### config.mk
export PLATFORM = sky130hd
export DESIGN_NAME = idex_pipeline_reg
export DESIGN_NICKNAME = d
export VERILOG_FILES = /design/src/rtl/idex_pipeline_reg.sv
export SDC_FILE = /design/constraint.sdc
export NUM_CORES = 1
export LEC_CHECK = 0
export CORE_AREA = 2 2 119 121
export DETAILED_ROUTE_END_ITERATION = 6
export DIE_AREA = 0 0 121 123
export PLACE_DENSITY = 0.75
export REMOVE_ABC_BUFFERS = 1
export SKIP_CTS_REPAIR_TIMING = 1
export SLEW_MARGIN = 10
export SYNTH_ARGS = -nofsm -noshare
export SYNTH_HDL_FRONTEND = slang
export SYNTH_SLANG_ARGS = --single-unit
### constraint.sdc
create_clock -name clk_i -period 5.61 [get_ports clk_i]
set_input_delay 0.8415 -clock clk_i [delete_from_list [all_inputs] [get_ports clk_i]]
set_output_delay 0.8415 -clock clk_i [all_outputs]
set_load 0.02 [all_outputs]
### src/rtl/idex_pipeline_reg.sv
// -----------------------------------------------------------------------------
// idex_pipeline_reg
//
// ID/EX pipeline register for a 5-stage MIPS-style core, with the load-use
// hazard detector folded in. A load sitting in EX whose destination (Rt) is
// read by the instruction in ID forces a single-cycle stall. During that stall
// PC and IF/ID hold, and a bubble is clocked into EX.
//
// Optional feature: define IDEX_BUBBLE_COUNT_EN to add bubble_cnt_o. This is a
// saturating 16-bit count of bubbles caused by a hazard or by a flush.
//
// Ports
//   clk_i, rst_i                 clock, asynchronous active-high reset
//   id_valid_i                   ID stage holds a real instruction
//   id_Rs_i/id_Rt_i/id_Rd_i      register specifiers decoded in ID
//   id_rs_data_i/id_rt_data_i    register-file read data
//   id_imm_i, id_pc4_i           sign-extended immediate, PC+4
//   id_ctrl_i[7:0]               RegWrite,MemtoReg,MemRead,MemWrite,
//                                ALUSrc,RegDst,ALUOp[1:0]
//   flush_i                      kill the instruction in ID
//   ex_*_o                       registered copies of the ID fields
//   bubble_cnt_o                 bubble counter (IDEX_BUBBLE_COUNT_EN only)
//   stall_o                      load-use hazard this cycle
//   pc_write_o, ifid_write_o     PC / IF-ID update enables
// -----------------------------------------------------------------------------
module idex_pipeline_reg #(
   parameter int DATA_W = 32
) (
   input  logic              clk_i,
   input  logic              rst_i,
   input  logic              id_valid_i,
   input  logic [4:0]        id_Rs_i,
   input  logic [4:0]        id_Rt_i,
   input  logic [4:0]        id_Rd_i,
   input  logic [DATA_W-1:0] id_rs_data_i,
   input  logic [DATA_W-1:0] id_rt_data_i,
   input  logic [DATA_W-1:0] id_imm_i,
   input  logic [DATA_W-1:0] id_pc4_i,
   input  logic [7:0]        id_ctrl_i,
   input  logic              flush_i,
   output logic              ex_valid_o,
   output logic [4:0]        ex_Rs_o,
   output logic [4:0]        ex_Rt_o,
   output logic [4:0]        ex_Rd_o,
   output logic [DATA_W-1:0] ex_rs_data_o,
   output logic [DATA_W-1:0] ex_rt_data_o,
   output logic [DATA_W-1:0] ex_imm_o,
   output logic [DATA_W-1:0] ex_pc4_o,
   output logic [7:0]        ex_ctrl_o,
`ifdef IDEX_BUBBLE_COUNT_EN
   output logic [15:0]       bubble_cnt_o,
`endif
   output logic              stall_o,
   output logic              pc_write_o,
   output logic              ifid_write_o
);

   localparam int MEM_READ_BIT = 5;

   logic              valid_q,   valid_d;
   logic [4:0]        rs_q,      rs_d;
   logic [4:0]        rt_q,      rt_d;
   logic [4:0]        rd_q,      rd_d;
   logic [DATA_W-1:0] rs_data_q, rs_data_d;
   logic [DATA_W-1:0] rt_data_q, rt_data_d;
   logic [DATA_W-1:0] imm_q,     imm_d;
   logic [DATA_W-1:0] pc4_q,     pc4_d;
   logic [7:0]        ctrl_q,    ctrl_d;

   logic hazard;
   logic bubble;

   // Load in EX whose destination is a source of the live instruction in ID.
   // A flush kills the consumer, so it cannot be stalled on. The rst_i term
   // keeps the stall low even while the reset is still propagating to the
   // registers.
   assign hazard = valid_q & ctrl_q[MEM_READ_BIT] & (rt_q != 5'd0)
                 & id_valid_i & ~flush_i
                 & ((rt_q == id_Rs_i) | (rt_q == id_Rt_i))
                 & ~rst_i;

   assign bubble = flush_i | hazard | ~id_valid_i;

   assign stall_o      = hazard;
   assign pc_write_o   = ~hazard;
   assign ifid_write_o = ~hazard;

   always_comb begin
      // NOTE: every _d gets a default before any condition, so no latch can be inferred.
      valid_d   = 1'b1;
      rs_d      = id_Rs_i;
      rt_d      = id_Rt_i;
      rd_d      = id_Rd_i;
      ctrl_d    = id_ctrl_i;
      // The datapath fields load even for a bubble. They are don't-care once
      // ctrl is zero, and an ungated load keeps their enable logic trivial.
      rs_data_d = id_rs_data_i;
      rt_data_d = id_rt_data_i;
      imm_d     = id_imm_i;
      pc4_d     = id_pc4_i;
      if (bubble) begin
         valid_d = 1'b0;
         rs_d    = 5'd0;
         rt_d    = 5'd0;
         rd_d    = 5'd0;
         ctrl_d  = 8'd0;
      end
   end

   // NOTE: datapath registers are reset as well, so every registered output reads 0 during reset.
   always_ff @(posedge clk_i or posedge rst_i) begin
      if (rst_i) begin
         valid_q   <= 1'b0;
         rs_q      <= 5'd0;
         rt_q      <= 5'd0;
         rd_q      <= 5'd0;
         ctrl_q    <= 8'd0;
         rs_data_q <= '0;
         rt_data_q <= '0;
         imm_q     <= '0;
         pc4_q     <= '0;
      end else begin
         // NOTE: sequential state uses non-blocking assignments only.
         valid_q   <= valid_d;
         rs_q      <= rs_d;
         rt_q      <= rt_d;
         rd_q      <= rd_d;
         ctrl_q    <= ctrl_d;
         rs_data_q <= rs_data_d;
         rt_data_q <= rt_data_d;
         imm_q     <= imm_d;
         pc4_q     <= pc4_d;
      end
   end

   assign ex_valid_o   = valid_q;
   assign ex_Rs_o      = rs_q;
   assign ex_Rt_o      = rt_q;
   assign ex_Rd_o      = rd_q;
   assign ex_ctrl_o    = ctrl_q;
   assign ex_rs_data_o = rs_data_q;
   assign ex_rt_data_o = rt_data_q;
   assign ex_imm_o     = imm_q;
   assign ex_pc4_o     = pc4_q;

`ifdef IDEX_BUBBLE_COUNT_EN
   logic [15:0] cnt_q, cnt_d;

   // Idle slots (!id_valid_i alone) are not counted. Only bubbles forced by a
   // hazard or a flush increment the count.
   always_comb begin
      cnt_d = cnt_q;
      if ((hazard | flush_i) && (cnt_q != 16'hFFFF)) begin
         cnt_d = cnt_q + 16'd1;
      end
   end

   always_ff @(posedge clk_i or posedge rst_i) begin
      if (rst_i) begin
         cnt_q <= 16'd0;
      end else begin
         cnt_q <= cnt_d;
      end
   end

   assign bubble_cnt_o = cnt_q;
`endif

endmodule

# Word-level counts from Yosys, hierarchy flattened

Index checks and enable logic that the tools add are counted.

Input bits: 155
Register bits after elaboration: 152
Word-level logic and storage cells: 30

Bitwise gates (word level): 13
Reduce and logical (&&, ||, !) cells: 1
Muxes and demuxes: 5
Equality and inequality tests: 2

Operators by type and width:

| operator           | number |
|---|---|
| 5-bit 2-to-1 mux   | 3 |
| 5-bit == test      | 2 |
| 8-bit 2-to-1 mux   | 1 |
| 1-bit bitwise AND  | 6 |
| 5-bit nonzero test | 1 |
| 1-bit inverter     | 4 |
| 1-bit OR           | 3 |
| 1-bit 2-to-1 mux   | 1 |

# Logic depth before layout (Yosys ltp)

Gate-level depths: netlist (run 1).

Depth in word-level cells: 9
Mapped depth: 7
Depth with buffers taken out: 4

# Least setup slack after synthesis (run 1)

Ideal clock, no wire load.

Kind: input to output
From: input port id_valid_i
To: output port pc_write_o
Path slack: 2.675 ns
Buffers on the path: 3
Arrival time: 2.094 ns
Required time: 4.769 ns
Stages: 7
Path through: nor2b_1 -> buf_2 -> nand3_1 -> nor3_2 -> buf_6 -> nand2_1 -> buf_4

Longest elaborated chain between the ends: 5

Ends and longest elaborated chain:

| what                           | RTL line | source |
|---|---|---|
| from (decl)                    | 31       | `input logic id_valid_i,` |
| 1-bit bitwise AND (2 in a row) | 78       | `& id_valid_i & ~flush_i` |
| 1-bit bitwise AND              | 79       | `& ((rt_q == id_Rs_i) \| (rt_q == id_Rt_i))` |
| 1-bit bitwise AND              | 80       | `& ~rst_i;` |
| 1-bit inverter                 | --       |  |
| to (decl)                      | 54       | `output logic pc_write_o,` |

No other way between the ends.

# Final worst setup path (run 1)

From: input port id_valid_i
To: output port stall_o

Longest elaborated chain between the ends: 4

Ends and longest elaborated chain:

| what                           | RTL line | source |
|---|---|---|
| 1-bit bitwise AND (2 in a row) | 78       |  |
| 1-bit bitwise AND              | 79       |  |
| 1-bit bitwise AND              | 80       |  |
| to (decl)                      | 53       | `output logic stall_o,` |

No other way between the ends.

==> summary.md, run 1 <==
| Metric | Value |
|---|---|
| Seq/Total Area, Yosys | 88.4% |
| GRT Overall Usage | approximately 17% |
| Worst EP arrival | roughly 3200 ps |
| Main synth FF type | dfrtp_1 |
| Syn avg cell area | between 15 and 20 µm² |
| CTS max path bufs | 2 |
| Cell area after synthesis | between 4000 and 5000 µm² |
| Routed WL | 12700 µm |
| Maximum vdd drop | roughly 160 µV |
| Post-synth top area cell | dfrtp_1 |
| Pre-CTS WS | around 1600 ps |
| Area growth syn-to-layout | 91.0% |
| DR vias/cell | ~4.1 |
| Reg-to-Reg End | ex_valid_o$_DFF_PP0_ |
| Leakage | ~3.4 nW |
| Fin Clk Skew | ~6.2 ps |
| CP endpoint kind | primary output |
| CTS tree | built |
| Crit path time final | 3990 ps |
| Synth Area in Adders | 0% |
| HPWL Detailed | about 9900 µm |
| Vias in the first global route | approximately 3300 |
| Critical Path Stages | 7 |
| Mapped Cells | 230 |
| CP max-delay cell | clkdlybuf4s50_1 |
| Synth Warn # | 0 |
| Mux cell area share after synthesis | 0% |
| Clock latency on the worst-skew pair | 410 ps |
| Critical-path cell list | clkdlybuf4s50_1 -> nor2b_1 -> buf_4 -> nand3_1 -> nor3_4 -> and2_2 -> clkdlybuf4s50_1 |
| Count leader, synth | dfrtp_1 |
| Yosys cell types | 18 |
| DRT iter0 DRCs | about 110 |
| #FFs+latches synth | ~150 |
| Final setup fails | 0 |
| Number of synthesized flops with an enable pin | 0 |
| Max stage delay on crit path | roughly 600 ps |
| Crit path launch | id_valid_i |
| Layout cells sized above 1 | 10.0% |
| CTS Sinks | approximately 150 |
| Die X | ~120 µm |
| Cell Pwr Density | approximately 320 nW/µm² |
| Xor and xnor area share after synthesis | just over 2% |
| Filler Cells Inserted | around 1100 |
| RSZ-0062 raised after global routing | false |
| Worst Hold Endpoint | ex_ctrl_o[0]$_DFF_PP0_ |
| Drt pass-1 iters | 4 |
| Largest net degree at the start of global routing | 56 |
| Largest family of logic cells by synthesized area | compound AO/OA/AOI/OAI gates |
| Area contributors post-synth | dfrtp_1 88%, a21oi_2 3.9%, nand2_1 2.3% |
| Combinational share of power | a little over an eighth |
| Psw | approximately 0.59 mW |
| Grt ovf | 0 |
| Initial antenna violation count | 2 |
| Max Fclk | approximately 0.25 GHz |
| Worst Path Max Fanout | 25 |
| Max-slew violation total from the final report | 0 |
| Vias post-DR | ~3100 |
| Fin Setup TNS | 0 ps |
| Critical Path RT | approximately 4800 ps |
| Fraction of registers with async set/reset | 100% |
| Routed wire per std cell | approximately 17 µm |
| Die Ht | between 100 and 150 µm |
| Final worst slack | 1620 ps |
| HP Class | reg2reg |
| Top Family by Delay on Critical Path | buffers and inverters |
| First-pass GRT wire length | 18800 µm |
| Post-layout util | 60.4% |
| R2R setup slack | between 3000 and 4000 ps |
| Final Hold Slack | 790 ps |
| Post-synth top cells | 152 x dfrtp_1, 26 x nand2_1, 19 x a21oi_2 |
| Startpoint class of the critical path | primary input |
| Placed Cells incl. Taps | between 700 and 800 |
| Worst-margin pin slew | 698 ps |
| Most used cell, CP | clkdlybuf4s50_1 |
| Final #Nets | a little over 700 |
| Row count | 43 |
| Final hold violation count | 0 |
| Sequential Power Share | 44.0% |
| Num CTS Buffers | 17 |
| PortBufs | between 300 and 400 |
| Initial Util | between 30% and 40% |
| Slew HR | roughly 53% |
| Die Area | 14900 µm² |
| Net Sw Frac | approximately 22% |
| Hold_sp | ex_ctrl_o[5]$_DFF_PP0_ |
| Residual DRC | 0 |
| Reg-to-reg critical path startpoint | ex_Rt_o[0]$_DFF_PP0_ |
| GPL Wtd Cong | 0.885 |
| Buf/Inv on CP | 3 |
| Remaining antenna violation count | 0 |
| Root Driver | clkbuf_16 |
| Yosys top cell area share | 88.4% |
| Cells on worst reg2reg path | 5 |
| Fin crit share | a little under three quarters |
| Status | completed |
| Post-synthesis compound-gate area fraction | under 10% |
| Simple-Gate Fraction of Synth Area | approximately 3.5% |
| Hold path depth | 3 |
| CTS clock-pin slew for the worst setup and hold paths | about 60 ps |
| IO Count | 310 |
| WS Path Type | in2out |
| Max cap viols | 0 |
| Core area | 13600 µm² |
| Clock share of power | a little over two fifths |
| Int Pwr | between 2 and 2.5 mW |
| CTS HTree Levels | 4 |
| Final Non-Filler Cells | roughly 750 |
power groups by stage:
stage               registers (mW)  clock network (mW)  logic, mW
floorplan                     1.26                   0     0.0372
global placement              1.19                   0      0.343
detailed placement            1.19                   0      0.347
CTS                           1.17                1.17      0.349
global route                  1.17                1.23      0.365
finish                        1.17                1.14      0.344
state kept, by name, indices dropped and copies added, names as in the netlist:
register,cells
ex_imm_o,32
ex_Rs_o,5
ex_rs_data_o,32
ex_ctrl_o,8
ex_Rt_o,5
ex_Rd_o,5
ex_pc4_o,32
ex_valid_o,1
ex_rt_data_o,32
worst min-delay path, stage by stage, from the launching register on:
cell,delay [ps]
dfrtp_1,390
nand3_1,120
nor3_4,100
a21oi_2,140
metal layers:
| metal | global-route usage (%) | part of all wire (%) | vias to the layer above |
|---|---|---|---|
| li1 | - | - | 1385 |
| met1 | 19.8 | 37 | 1474 |
| met2 | 27.9 | 50 | 185 |
| met3 | 9.04 | 11 | 17 |
| met4 | 6.69 | 1.9 | 2 |
| met5 | 0 | 0.063 | - |
stage by stage:
step | area, µm² | total power, mW
2_1_floorplan | 4250 | 1.29
3_3_place_gp | 7620 | 1.53
3_5_place_dp | 7620 | 1.53
4_1_cts | 8220 | 2.69
5_1_grt | 8220 | 2.76
6_report | 8220 | 2.65
area by class of cell:
| type | instances | area (µm²) | area share [%] |
|---|---|---|---|
| Clock inverter | 10 | 144 | 1.75 |
| Multi-Input combinational cell | 69 | 450 | 5.48 |
| Antenna cell | 1 | 2.50 | 0.0304 |
| Timing Repair Buffer | 314 | 3130 | 38.1 |
| Tap cell | 180 | 225 | 2.74 |
| Sequential cell | 152 | 3800 | 46.3 |
| Inverter | 1 | 8.76 | 0.107 |
| Clock buffer | 22 | 454 | 5.53 |
how the worst max path moves through the flow:
stage                                end
floorplan           ex_Rd_o[0]$_DFF_PP0_
detailed placement               stall_o
global route                     stall_o
CTS                              stall_o
finish                           stall_o
global placement                 stall_o
cell usage in the layout, fill, tap and decap left out, types with 2 or more instances in the layout:
master,count
buf_4,5
clkinv_4,2
a21oi_2,19
clkbuf_16,17
bufinv_16,3
xnor2_1,10
a21oi_1,4
clkdlybuf4s50_1,309
dfrtp_1,152
clkinvlp_4,3
inv_6,2
nand2_1,26
nand3_1,3
clkbuf_1,4
cells by family after synthesis:
group                  Yosys count
AO/OA/AOI/OAI                   25
XOR/XNOR                        10
buffers and inverters            9
flip-flops                     152
AND/OR/NAND/NOR                 34
Note: power is estimated with default switching activity, not from simulation.
==> run 2, diff against run 1 <==
CORE_AREA = unset   (was 2 2 119 121)
CORE_ASPECT_RATIO = 0.9   (was unset)
CORE_UTILIZATION = 31   (was unset)
DIE_AREA = unset   (was 0 0 121 123)
PLACE_DENSITY = 0.76   (was 0.75)
clock period = 3.6 ns   (was 5.61 ns; I/O delays follow)
==> summary.md, run 2 (same netlist as run 1, synthesis figures left out) <==
| Metric | Value |
|---|---|
| Max Fclk | 0.329 GHz |
| GPL Wtd Cong | 0.854 (-3.5%) |
| Row count | 40 (-7.0%) |
| Vias post-DR | 3114 (+1.7%) |
| Reg area | 3800 µm² (unchanged) |
| Placed Cells incl. Taps | 707 (-1.3%) |
| Routed WL | 12400 µm (-1.9%) |
| Final Non-Filler Cells | 738 (-1.5%) |
| Routed wire per std cell | 16.8 µm (-0.40%) |
| Slew HR | 69.9% (+16 points) |
| CTS Sinks | 152 (unchanged) |
| CP endpoint kind | primary output |
| Startpoint class of the critical path | flip-flop |
| Leakage | 3.45 nW (about the same) |
| Area growth syn-to-layout | 90.1% |
| PortBufs | 309 (unchanged) |
| Hold path depth | 1 (-2) |
| GRT Overall Usage | 17.9% (+0.51 points) |
| Root Driver | clkbuf_16 |
| CP max-delay cell | clkdlybuf4s50_1 |
| Status | completed |
| Critical Path RT | 3060 ps (-1710 ps) |
| Reg-to-reg critical path startpoint | ex_Rt_o[1]$_DFF_PP0_ |
| Die Ht | 114 µm (-7.5%) |
| Max stage delay on crit path | 600 ps (about the same) |
| Cells on worst reg2reg path | 5 (unchanged) |
| Worst Hold Endpoint | ex_rs_data_o[10]$_DFF_PP0_ |
| ANT cells | 0 (-1) |
| HP Class | in2reg |
| CTS tree | built |
| R2R setup slack | 1890 ps (-1770 ps) |
| Num CTS Buffers | 17 (unchanged) |
| Vias in the first global route | 3493 (+5.5%) |
| Cell Pwr Density | 484 nW/µm² (+50%) |
| Fin Clk Skew | 4.79 ps (-1.45 ps) |
| Initial Util | 32.0% (+0.35 points) |
| RSZ-0062 raised after global routing | false |
| Pre-CTS WS | 639 ps (-975 ps) |
| Final #Nets | 713 (+0.42%) |
| Hold_sp | id_rs_data_i[10] |
| Die X | 126 µm (+4.3%) |
| Worst-margin pin slew | 451 ps (-247 ps) |
| Crit path time final | between 3000 and 4000 ps |
| Final hold violation count | 0 (unchanged) |
| Final setup fails | 0 (unchanged) |
| IO Count | 310 (unchanged) |
| Residual DRC | 0 (unchanged) |
| Drt pass-1 iters | 4 (unchanged) |
| Grt ovf | 0 (unchanged) |
| DRT iter0 DRCs | 109 (-2.7%) |
| Max-slew violation total from the final report | 0 (unchanged) |
| Maximum vdd drop | 279 µV (+77%) |
| Commonest non-fill, non-tap cell in the layout | clkdlybuf4s50_1 |
| Filler Cells Inserted | 1017 (-3.3%) |
| Largest net degree at the start of global routing | 58 (+3.6%) |
| Final worst slack | 562 ps (-1060 ps) |
| Core area | 13500 µm² (-1.1%) |
| DR vias/cell | 4.22 (+3.2%) |
| Remaining antenna violation count | 0 (unchanged) |
| Initial antenna violation count | 0 (-2) |
| CTS clock-pin slew for the worst setup and hold paths | 60 ps (about the same) |
| Die Area | 14400 µm² (-3.5%) |
| Max cap viols | 0 (unchanged) |
| Critical-path cell list | or4_1 -> nor2_2 -> nor3_4 -> buf_4 -> nand2_1 -> clkdlybuf4s50_1 |
| Worst EP arrival | 2500 ps (-650 ps) |
| CTS HTree Levels | 4 (unchanged) |
| WS Path Type | reg2out |
| Worst Path Max Fanout | 9 (-64%) |
| CTS max path bufs | 2 (unchanged) |
| HPWL Detailed | 9670 µm (-2.1%) |
| Multi-input combinational cell area | 450 µm² (unchanged) |
| Most frequent cells in the layout | 309 x clkdlybuf4s50_1, 152 x dfrtp_1, 26 x nand2_1 |
| Fin crit share | between 80% and 90% |
| Layout cells sized above 1 | 10.7% (+0.67 points) |
| First-pass GRT wire length | 18800 µm (+0.11%) |
| Reg-to-Reg End | ex_valid_o$_DFF_PP0_ |
| Clock latency on the worst-skew pair | 410 ps (about the same) |
-- run 2: changes by cell type in the layout (fill, tap and decap cells not counted) --
cell and change:
buf_12 +1, diode_2 -1, clkinv_2 +1, clkinvlp_4 -1, bufinv_16 -3, clkinv_4 +1
buf_4 +2, inv_6 +1, clkbuf_1 -2, clkbuf_8 +2
-- run 2: layout make-up --
cell class / count / share of cell area, %
clock buffers: 22 / 5.80
clock inverters: 9 / 0.841
inverters: 1 / 0.107
multi-input cells: 69 / 5.51
flip-flops and latches: 152 / 46.5
well taps: 168 / 2.57
repair buffers: 317 / 38.7
-- run 2: how the worst max path moves through the flow --
stage | from | to | slack [ps]
after floorplan | rst_i | ex_Rd_o[0]$_DFF_PP0_ | -1030
final | ex_Rt_o[1]$_DFF_PP0_ | ifid_write_o | 560
after detailed placement | id_Rs_i[0] | ifid_write_o | 640
after global placement | id_Rs_i[0] | pc_write_o | 660
after CTS | ex_Rt_o[1]$_DFF_PP0_ | ifid_write_o | 530
after global routing | ex_Rt_o[1]$_DFF_PP0_ | pc_write_o | 460
-- run 2: power by group --
group | internal, mW | total [mW] | switching [mW]
registers | 1.79 | 1.82 | 0.0272
logic | 0.306 | 0.539 | 0.234
clock network | 0.937 | 1.61 | 0.669
total | 3.03 | 3.96 | 0.930
-- run 2: per-stage QoR --
| step | util [%] | instance area [µm²] | hold WS [ps] | setup TNS (ps) | power [mW] |
|---|---|---|---|---|---|
| 6_report | 60.8 | 8180 | 556 | 0 | 3.96 |
| 3_5_place_dp | 56.7 | 7640 | 892 | 0 | 2.39 |
| 2_1_floorplan | - | 4250 | 571 | -158180 | 2.02 |
| 3_3_place_gp | 56.7 | 7640 | 876 | 0 | 2.38 |
| 4_1_cts | 60.8 | 8180 | 541 | 0 | 4.01 |
| 5_1_grt | 60.8 | 8180 | 536 | 0 | 4.11 |
-- run 2: per-layer routing --
| layer | GRT usage [%] | part of all wire (%) |
|---|---|---|
| met4 | 6.43 | 1.8 |
| met3 | 8.40 | 9.3 |
| met2 | 31.1 | 53 |
| met1 | 19.1 | 36 |
| met5 | 0 | 0 |
-- run 2: worst max-delay path, delay by kind of cell (launching register included) --
kind	cells	cell delay, ps
buf+inv	2	790
simple gates	4	880
flops	1	420
